<file path="src/rtl/imem_loader.sv">
// Instruction memory loader: takes a program as a byte stream over a
// valid/ready handshake, packs each group of four bytes into one
// little-endian 32-bit word, and writes it to instruction memory at a
// word-aligned byte address. The pipeline is held for the whole load.
module imem_loader #(
    parameter int DEPTH = 64,
    parameter int LEN_W = 7
) (
    input  logic             clk,
    input  logic             rst_n,
    input  logic             start,
    input  logic [LEN_W-1:0] len_words,
    input  logic             in_valid,
    input  logic [7:0]       in_data,
    output logic             in_ready,
    output logic             we,
    output logic [31:0]      waddr,
    output logic [31:0]      wdata,
    output logic             busy,
    output logic             done,
    output logic             err,
    output logic             cpu_hold
);

    localparam int IDX_W = (DEPTH > 1) ? $clog2(DEPTH) : 1;

    localparam logic [1:0] ST_IDLE  = 2'd0;
    localparam logic [1:0] ST_LOAD  = 2'd1;
    localparam logic [1:0] ST_WRITE = 2'd2;
    localparam logic [1:0] ST_DONE  = 2'd3;

    logic [1:0]       state_q, state_d;
    logic [LEN_W-1:0] len_q, len_d;
    logic [1:0]       byte_cnt_q, byte_cnt_d;
    logic [IDX_W-1:0] word_idx_q, word_idx_d;
    // Only the first three bytes need storage; the fourth goes straight
    // into the output word in the same cycle it arrives.
    logic [23:0]      asm_q, asm_d;
    logic             we_q, we_d;
    logic [31:0]      waddr_q, waddr_d;
    logic [31:0]      wdata_q, wdata_d;
    logic             err_q, err_d;

    logic len_ok;
    logic xfer;
    logic last_word;

    assign len_ok    = (len_words != '0) && (len_words <= LEN_W'(DEPTH));
    assign xfer      = in_valid && (state_q == ST_LOAD);
    assign last_word = (LEN_W'(word_idx_q) == (len_q - LEN_W'(1)));

    // Next-state and datapath update for the load sequence.
    always_comb begin
        // NOTE: every signal gets a default here so no path leaves one
        // unassigned, which would otherwise infer a latch.
        state_d    = state_q;
        len_d      = len_q;
        byte_cnt_d = byte_cnt_q;
        word_idx_d = word_idx_q;
        asm_d      = asm_q;
        we_d       = 1'b0;
        waddr_d    = waddr_q;
        wdata_d    = wdata_q;
        err_d      = err_q;

        case (state_q)
            ST_IDLE: begin
                if (start) begin
                    if (len_ok) begin
                        len_d      = len_words;
                        byte_cnt_d = '0;
                        word_idx_d = '0;
                        err_d      = 1'b0;
                        state_d    = ST_LOAD;
                    end else begin
                        err_d = 1'b1;
                    end
                end
            end

            ST_LOAD: begin
                if (xfer) begin
                    if (byte_cnt_q == 2'd3) begin
                        byte_cnt_d = '0;
                        we_d       = 1'b1;
                        waddr_d    = 32'({word_idx_q, 2'b00});
                        wdata_d    = {in_data, asm_q};
                        state_d    = ST_WRITE;
                    end else begin
                        case (byte_cnt_q)
                            2'd0:    asm_d[7:0]   = in_data;
                            2'd1:    asm_d[15:8]  = in_data;
                            default: asm_d[23:16] = in_data;
                        endcase
                        byte_cnt_d = byte_cnt_q + 2'd1;
                    end
                end
            end

            ST_WRITE: begin
                if (last_word) begin
                    state_d = ST_DONE;
                end else begin
                    word_idx_d = word_idx_q + IDX_W'(1);
                    state_d    = ST_LOAD;
                end
            end

            ST_DONE: begin
                state_d = ST_IDLE;
            end

            default: begin
                state_d = ST_IDLE;
            end
        endcase
    end

    // State and datapath registers; reset abandons any load in progress.
    always_ff @(posedge clk or negedge rst_n) begin
        if (!rst_n) begin
            state_q    <= ST_IDLE;
            len_q      <= '0;
            byte_cnt_q <= '0;
            word_idx_q <= '0;
            asm_q      <= '0;
            we_q       <= 1'b0;
            waddr_q    <= '0;
            wdata_q    <= '0;
            err_q      <= 1'b0;
        end else begin
            // NOTE: non-blocking assignments so every register samples the
            // pre-edge value of the others, independent of statement order.
            state_q    <= state_d;
            len_q      <= len_d;
            byte_cnt_q <= byte_cnt_d;
            word_idx_q <= word_idx_d;
            asm_q      <= asm_d;
            we_q       <= we_d;
            waddr_q    <= waddr_d;
            wdata_q    <= wdata_d;
            err_q      <= err_d;
        end
    end

    // Status outputs decode directly from the registered state.
    assign in_ready = (state_q == ST_LOAD);
    assign busy     = (state_q != ST_IDLE);
    assign cpu_hold = (state_q != ST_IDLE);
    assign done     = (state_q == ST_DONE);
    assign we       = we_q;
    assign waddr    = waddr_q;
    assign wdata    = wdata_q;
    assign err      = err_q;

endmodule

</file>
<file path="config.mk">
export PLATFORM = sky130hd
export DESIGN_NAME = imem_loader
export DESIGN_NICKNAME = d
export VERILOG_FILES = /design/src/rtl/imem_loader.sv
export SDC_FILE = /design/constraint.sdc
export NUM_CORES = 1
export LEC_CHECK = 0
export BUFFER_PORTS_ARGS = -buffer_cell sky130_fd_sc_hd__buf_2
export CORE_UTILIZATION = 30
export DETAILED_ROUTE_END_ITERATION = 7
export SYNTH_ARGS = -nofsm -noshare
export SYNTH_HDL_FRONTEND = slang
export SYNTH_SLANG_ARGS = --single-unit
export TNS_END_PERCENT = 10
</file>
<file path="constraint.sdc">
create_clock -name clk -period 5.03 [get_ports clk]
set_input_delay 0.2515 -clock clk [delete_from_list [all_inputs] [get_ports clk]]
set_output_delay 0.2515 -clock clk [all_outputs]
set_load 0.02 [all_outputs]
</file>
==> results of run 1 <==
cells in the final DEF, fill, tap and decap left out, types with 6 or more instances in the layout:
cell type and instances:
nor3_1 7, nand3_1 6, mux2_1 6, xor2_1 6, clkbuf_16 9, nand2_1 10
ha_1 6, conb_1 26, dfrtp_1 81, buf_2 61, inv_1 8, mux2_2 62
synthesized netlist by cell type, drive strengths merged, types with 2 or more instances:
cell	instances	area (sq um)
or2	3	18.8
dfrtp	81	2030
a221o	4	40.0
nand2	10	37.5
ha	6	75.1
o21ai	3	15.0
mux2	68	766
nor3	7	35.0
nor3b	2	15.0
a32o	2	21.3
buf	33	239
a21oi	4	20.0
xor2	6	52.6
a31o	2	17.5
inv	8	30.0
and3	3	21.3
xnor2	2	17.5
a211oi	2	20.0
nand2b	3	18.8
nand3	8	45.0
nor2	5	21.3
per-layer routing:
| layer | part of all wire [%] | wire (microns) |
|---|---|---|
| met1 | 47 | 3230 |
| met2 | 46 | 3150 |
| met3 | 4.9 | 338 |
| met4 | 1.7 | 113 |
| met5 | 0 | 0 |
flip-flops by register name (all words and copies together) (netlist names):
register    cells
wdata          32
asm_q          24
len_q           7
waddr           6
word_idx_q      6
byte_cnt_q      2
state_q         2
err             1
we              1
critical path, stage by stage, from the launching register on:
cell,delay (ns)
dfrtp_1,0.43
nor2b_1,0.44
nand3_2,0.88
mux2_1,0.64
final timing paths:
check                                       start               endpoint  cells past startpoint
max                        state_q[0]$_DFFE_PN0P_  wdata[28]$_DFFE_PN0P_                      3
min                                         rst_n  wdata[14]$_DFFE_PN0P_                      1
max reg2reg                state_q[0]$_DFFE_PN0P_  wdata[28]$_DFFE_PN0P_                      3
min reg2reg                 wdata[30]$_DFFE_PN0P_  wdata[30]$_DFFE_PN0P_                      1
max in group asynchronous                   rst_n  wdata[21]$_DFFE_PN0P_                      1
min in group clk                     len_words[5]   len_q[5]$_DFFE_PN0P_                      2
power groups by stage:
stage / sequential (W) / clock, W / combinational, W
floorplan: 0.00122 / 0 / 0.000499
global placement: 0.00108 / 0 / 0.000872
detailed placement: 0.00110 / 0 / 0.000890
CTS: 0.00109 / 0.000729 / 0.000894
global route: 0.00112 / 0.000762 / 0.000961
finish: 0.00108 / 0.000706 / 0.000877
kinds of logic after synthesis:
| logic type | after synthesis | synth area share (%) |
|---|---|---|
| xor gates and xnor gates | 8 | 1.91 |
| DFF | 81 | 55.4 |
| AOI/OAI and AO/OA | 23 | 5.16 |
| other | 1 | 0.102 |
| adders and majority gates | 6 | 2.05 |
| muxes | 68 | 20.9 |
| buffers and inverters | 41 | 7.35 |
| and+or+nand+nor | 47 | 7.14 |
metrics by stage:
| step | worst slack (ns) | std cells | power, W | util [%] |
|---|---|---|---|---|
| 3_3_place_gp | 2.61 | 472 | 0.00196 | 34.4 |
| 5_1_grt | 2.26 | 488 | 0.00285 | 37.2 |
| 6_report | 2.50 | 488 | 0.00266 | 37.2 |
| 2_1_floorplan | 3.20 | 300 | 0.00172 | - |
| 3_5_place_dp | 2.48 | 472 | 0.00199 | 34.4 |
| 4_1_cts | 2.47 | 488 | 0.00271 | 37.2 |
area by class of cell:
class,count,area share (%)
Clock buffer,9,5.19
Clock inverter,7,2.34
Inverter,8,0.692
Multi-Input combinational cell,178,33.7
Sequential cell,81,46.7
Tap cell,143,4.12
Timing Repair Buffer,62,7.21
==> results.py, run 1 <==
metrics = {
    "routing": {
        "ant_nets": 0,
        "drt-initial-drc-count": 60,
        "avgRoutedWirePerCell_microns": 14.0,
        "vias": 2227,
        "drc_errors": 0,
        "drt-total-wl_microns": 6830,
        "viasPerCell": 4.56,
        "first_pass_iters": 4,
    },
    "pwr": {
        "switchingPower_w": 0.000901,
        "seqPwrFrac_pct": 40.5,
        "pwr_density_cell_mw_per_mm2": 614,
        "ir_drop_uv": 210,
        "power_frac_comb_pct": 32.9,
        "pwr-share-clk_pct": 26.5,
        "power_switching_share_pct": 33.8,
        "power.leakage_nw": 2.14,
        "intPower_w": 0.00176,
    },
    "clock_network": {
        "post_cts_resized": 0,
        "clkLatencyLatePin_ns": 0.34,
        "cts_sinks": 81,
        "postCtsHoldBufs": 0,
        "root_buffer": "clkbuf_16",
        "cts_buffers": 9,
        "clk_path_buf_depth": 2,
        "post_cts_buffers": 0,
        "clk_pin_slew_ns": 0.06,
        "cts_tree": "yes",
        "clock_tree.htree_level_count": 3,
    },
    "finish": {
        "multi_input_area_sq_mm": 0.00146,
        "nFillCells": 1104,
        "register_area_sq_mm": 0.00203,
        "synthToLayoutAreaGrowth_pct": 18.5,
        "drive_gt1_share_pct": 44.9,
        "design_area_sq_mm": 0.00434,
        "antenna_cells": 0,
        "nets": 365,
    },
    "synth": {
        "async_reset_ff_share_pct": 100,
        "synthCells": 275,
        "synth_ff_type": "dfrtp_1",
        "syn_area_per_cell_sq_um": 13.3,
        "synth_edf_count": 0,
        "seq_area_frac_synth_pct": 55.4,
        "synth_warnings": 0,
        "synthesis.area_sq_mm": 0.00366,
        "yosysUniqueCellTypes": 42,
        "synth_seq_cells": 81,
    },
    "sta": {
        "period_share_pct": 50.3,
        "rsz0062_at_grt": "no",
        "fmax_mhz": 395,
        "whs_ns": 0.0702,
        "tns_ns": 0,
        "hold_viol": 0,
        "slew_headroom_pct": 30.1,
        "period_needed_ns": 2.53,
        "slew_violations": 0,
        "max_slew.worst_pin.slew_ns": 1.05,
        "setup_viol": 0,
        "final.setup_skew_ns": 0.00512,
    },
    "grt": {
        "grtUsageTotal_pct": 11.8,
        "first_global_vias": 2193,
        "use_met2_pct": 17.9,
        "antenna_found_initial": 0,
        "grt_util_met3_pct": 4.81,
        "top_usage_layer": "met2",
        "grt_max_degree": 82,
        "use_met1_pct": 14.7,
        "grt_pass1_wl_microns": 11200,
        "overflow": 0,
    },
    "status": {
        "status": "finished clean",
    },
    "placement": {
        "io_buffers": 62,
        "gp_congestion": 0.771,
        "hpwl_microns": 4720,
        "placed_cell_area_sq_mm": 0.00401,
    },
    "die": {
        "die_y_microns": 112,
        "ios": 89,
        "design.die.area_sq_mm": 0.0126,
        "die_w_microns": 112,
        "core_area_sq_mm": 0.0117,
        "rows": 39,
        "initial_core_util_pct": 31.4,
    },
    "setup_path": {
        "startpoint_type": "register",
        "rrSetupSlack_ns": 2.50,
        "required_ns": 5.25,
        "cp-end-kind": "register",
        "cp_max_fo": 40,
        "path_class": "register to register",
        "arrival_ns": 2.75,
    },
    "run": {
        "cap_violations": 0,
    },
    "min_path": {
        "hp-class": "input pin to asynchronous set/reset pin",
    },
}
No activity file was read; power rests on OpenSTA's default activity.
==> run 2: changes to the inputs <==
- ABC_AREA: default -> 1
- clock period: 5.03 -> 2.4 ns (I/O delays scaled with it)
==> run 2 against run 1 <==
  * Via count rose by 34%
  * Setup slack lost 1.8 ns
  * Total power up 120%
  * Non-clock buffer count rose by 5
  * Combinational power grew to 2.6 times the previous value
  * Clock power grew 110%
  * Utilization shrank 0.88 points
  * Cell count increased by 44%
  * Highest routed layer unchanged
==> results.py, run 2 <==
metrics = {
    "status": {
        "status": "finished clean",
    },
    "synth": {
        "yosysMostFrequentCell": "nand2_1",
        "synth_ff_type": "dfrtp_1",
        "synth_edf_count": 0,
        "async_reset_ff_share_pct": 100,
        "seq_area_frac_synth_pct": 51.4,
        "yosysUniqueCellTypes": 29,
        "synth_top_cell_by_area": "dfrtp_1",
        "synth.area.top_cells": "dfrtp_1 51%, nand2_1 14%, buf_4 5.3%",
        "synth_warnings": 0,
        "netlist.area_leader.share_pct": 51.4,
        "synthesis.area_sq_mm": 0.00394,
        "netlist_top_cells_count": "143 x nand2_1, 81 x dfrtp_1, 55 x inv_1",
        "syn_area_per_cell_sq_um": 8.57,
        "synthCells": 460,
        "synth_seq_cells": 81,
    },
    "setup_path": {
        "path_cells": "inv_1 > ha_1 > nand2_2 > nor2_2 > nand2_1 > nand2_1 > nand2_1 > nor2_1 > nand2_2 > nand2_2 > nand2_1 > nand2_1",
        "path_class": "register to register",
        "critPathSlowestCell": "dfrtp_1",
        "r2r_end": "word_idx_q[2]$_DFFE_PN0P_",
        "startpoint": "len_q[0]$_DFFE_PN0P_",
        "cp-end-kind": "register",
        "required_ns": 2.68,
        "r2r_start": "len_q[0]$_DFFE_PN0P_",
        "path_common_cell": "nand2_1",
        "rr_worst_depth": 12,
        "cp_max_fo": 7,
        "arrival_ns": 1.97,
        "cpPeakStageDelay_ns": 0.41,
        "rrSetupSlack_ns": 0.71,
        "startpoint_type": "register",
    },
    "sta": {
        "slew_violations": 0,
        "final.setup_skew_ns": 0.00333,
        "rsz0062_at_grt": "no",
        "fmax_mhz": 590,
        "whs_ns": 0.0309,
        "max_slew.worst_pin.slew_ns": 0.528,
        "slew_headroom_pct": 64.8,
        "period_needed_ns": 1.69,
        "setup_viol": 0,
        "tns_ns": 0,
        "period_share_pct": 70.6,
        "hold_viol": 0,
    },
    "finish": {
        "mostFrequentLayoutCells": "143 x nand2_1, 81 x dfrtp_1, 61 x buf_2, 55 x inv_1, 29 x o21ai_0",
        "synthToLayoutAreaGrowth_pct": 17.3,
        "largest_register_ffs": 32,
        "drive_gt1_share_pct": 21.0,
        "nets": 549,
        "antenna_cells": 0,
        "final_common_cell": "nand2_1",
    },
    "die": {
        "design.die.area_sq_mm": 0.0136,
        "core_area_sq_mm": 0.0127,
        "initial_core_util_pct": 31.0,
        "die_w_microns": 117,
        "ios": 89,
        "rows": 41,
        "die_y_microns": 117,
    },
    "pwr": {
        "seqPwrFrac_pct": 37.9,
        "ir_drop_uv": 540,
        "totalPowerFinal_w": 0.00597,
        "pwr_density_cell_mw_per_mm2": 1290,
        "switchingPower_w": 0.00237,
        "power_switching_share_pct": 39.6,
        "power_frac_comb_pct": 37.8,
        "intPower_w": 0.00360,
        "power.leakage_nw": 2.46,
        "pwr-share-clk_pct": 24.3,
    },
    "placement": {
        "io_buffers": 62,
        "hpwl_microns": 5760,
        "gp_congestion": 0.823,
    },
    "grt": {
        "first_global_vias": 2765,
        "grt_max_degree": 66,
        "overflow": 0,
        "grtUsageTotal_pct": 12.9,
        "antenna_found_initial": 0,
        "grt_pass1_wl_microns": 13200,
    },
    "min_path": {
        "hold_path_end": "asm_q[4]$_DFFE_PN0P_",
        "whs_path_depth": 3,
        "hp-class": "input pin to register",
        "hold_start": "in_data[4]",
    },
    "clock_network": {
        "cts_sinks": 81,
        "postCtsHoldBufs": 1,
        "cts_tree": "yes",
        "root_buffer": "clkbuf_16",
        "post_cts_resized": 0,
        "clk_pin_slew_ns": 0.06,
        "post_cts_buffers": 0,
        "clk_path_buf_depth": 2,
        "cts_buffers": 9,
        "clkLatencyLatePin_ns": 0.34,
        "clock_tree.htree_level_count": 3,
    },
    "routing": {
        "first_pass_iters": 5,
        "drc_errors": 0,
        "viasPerCell": 4.25,
        "vias": 2978,
        "avgRoutedWirePerCell_microns": 11.3,
        "drt-initial-drc-count": 175,
        "ant_nets": 0,
        "drt-total-wl_microns": 7950,
    },
    "run": {
        "cap_violations": 0,
    },
}
[run 2: changes by cell type after synthesis, moves of 9 or more]
cell | previous run | this run
o21ai_2 | 0 | 9
inv_1 | 8 | 55
nor2_1 | 4 | 19
o21ai_1 | 0 | 26
o21ai_0 | 3 | 29
nand3_1 | 7 | 19
nand2_1 | 10 | 143
mux2_2 | 62 | 0
[run 2: how the worst max path moves through the flow]
stage                                           end
after detailed placement  word_idx_q[4]$_DFFE_PN0P_
after CTS                 word_idx_q[2]$_DFFE_PN0P_
after global routing      word_idx_q[3]$_DFFE_PN0P_
final                     word_idx_q[2]$_DFFE_PN0P_
after global placement    word_idx_q[0]$_DFFE_PN0P_
after floorplan           word_idx_q[0]$_DFFE_PN0P_
[run 2: power by group through the flow]
stage	sequential, W	combinational (W)	clock [W]
after floorplan	0.00255	0.00142	0
after global placement	0.00226	0.00223	0
after detailed placement	0.00230	0.00228	0
after CTS	0.00228	0.00230	0.00149
after global routing	0.00234	0.00257	0.00156
final	0.00226	0.00226	0.00145
[run 2: area by class of cell]
type	instances	area, sq um
clock buffer	11	233
tap	172	215
timing repair buffer	67	365
clock inverter	5	80.1
fill	1341	8100
sequential	81	2030
inverter	59	224
multi-input combinational	306	1480
[run 2: cell families after synthesis]
| logic type | share of synthesized area, % |
|---|---|
| fa+ha+maj | 1.91 |
| simple gates | 22.8 |
| other cells | 0.0952 |
| buf+inv | 13.4 |
| xor+xnor | 0.222 |
| compound gates | 10.1 |
| flops | 51.4 |
[run 2: metal layers]
layer	part of all wire, %	vias to the layer above	GRT usage, %
li1	-	1514	-
met1	48	1379	16.4
met2	45	73	20.1
met3	4.2	12	2.65
met4	2.5	0	7.85
met5	0	-	0
[run 2: critical path, delay by kind of cell, from the launching register on]
kind	cells	cell delay (ns)
fa+ha+maj	1	0.21
buf+inv	1	0.11
flops	1	0.41
simple gates	10	0.90
[run 2: metrics by stage]
step	area, sq um	util (%)	setup slack (ns)	instances
after floorplan	4030	-	0.892	485
after global placement	4300	33.8	0.785	684
after detailed placement	4300	33.8	0.708	684
after CTS	4620	36.3	0.695	701
after global routing	4620	36.3	0.513	701
final	4620	36.3	0.705	701
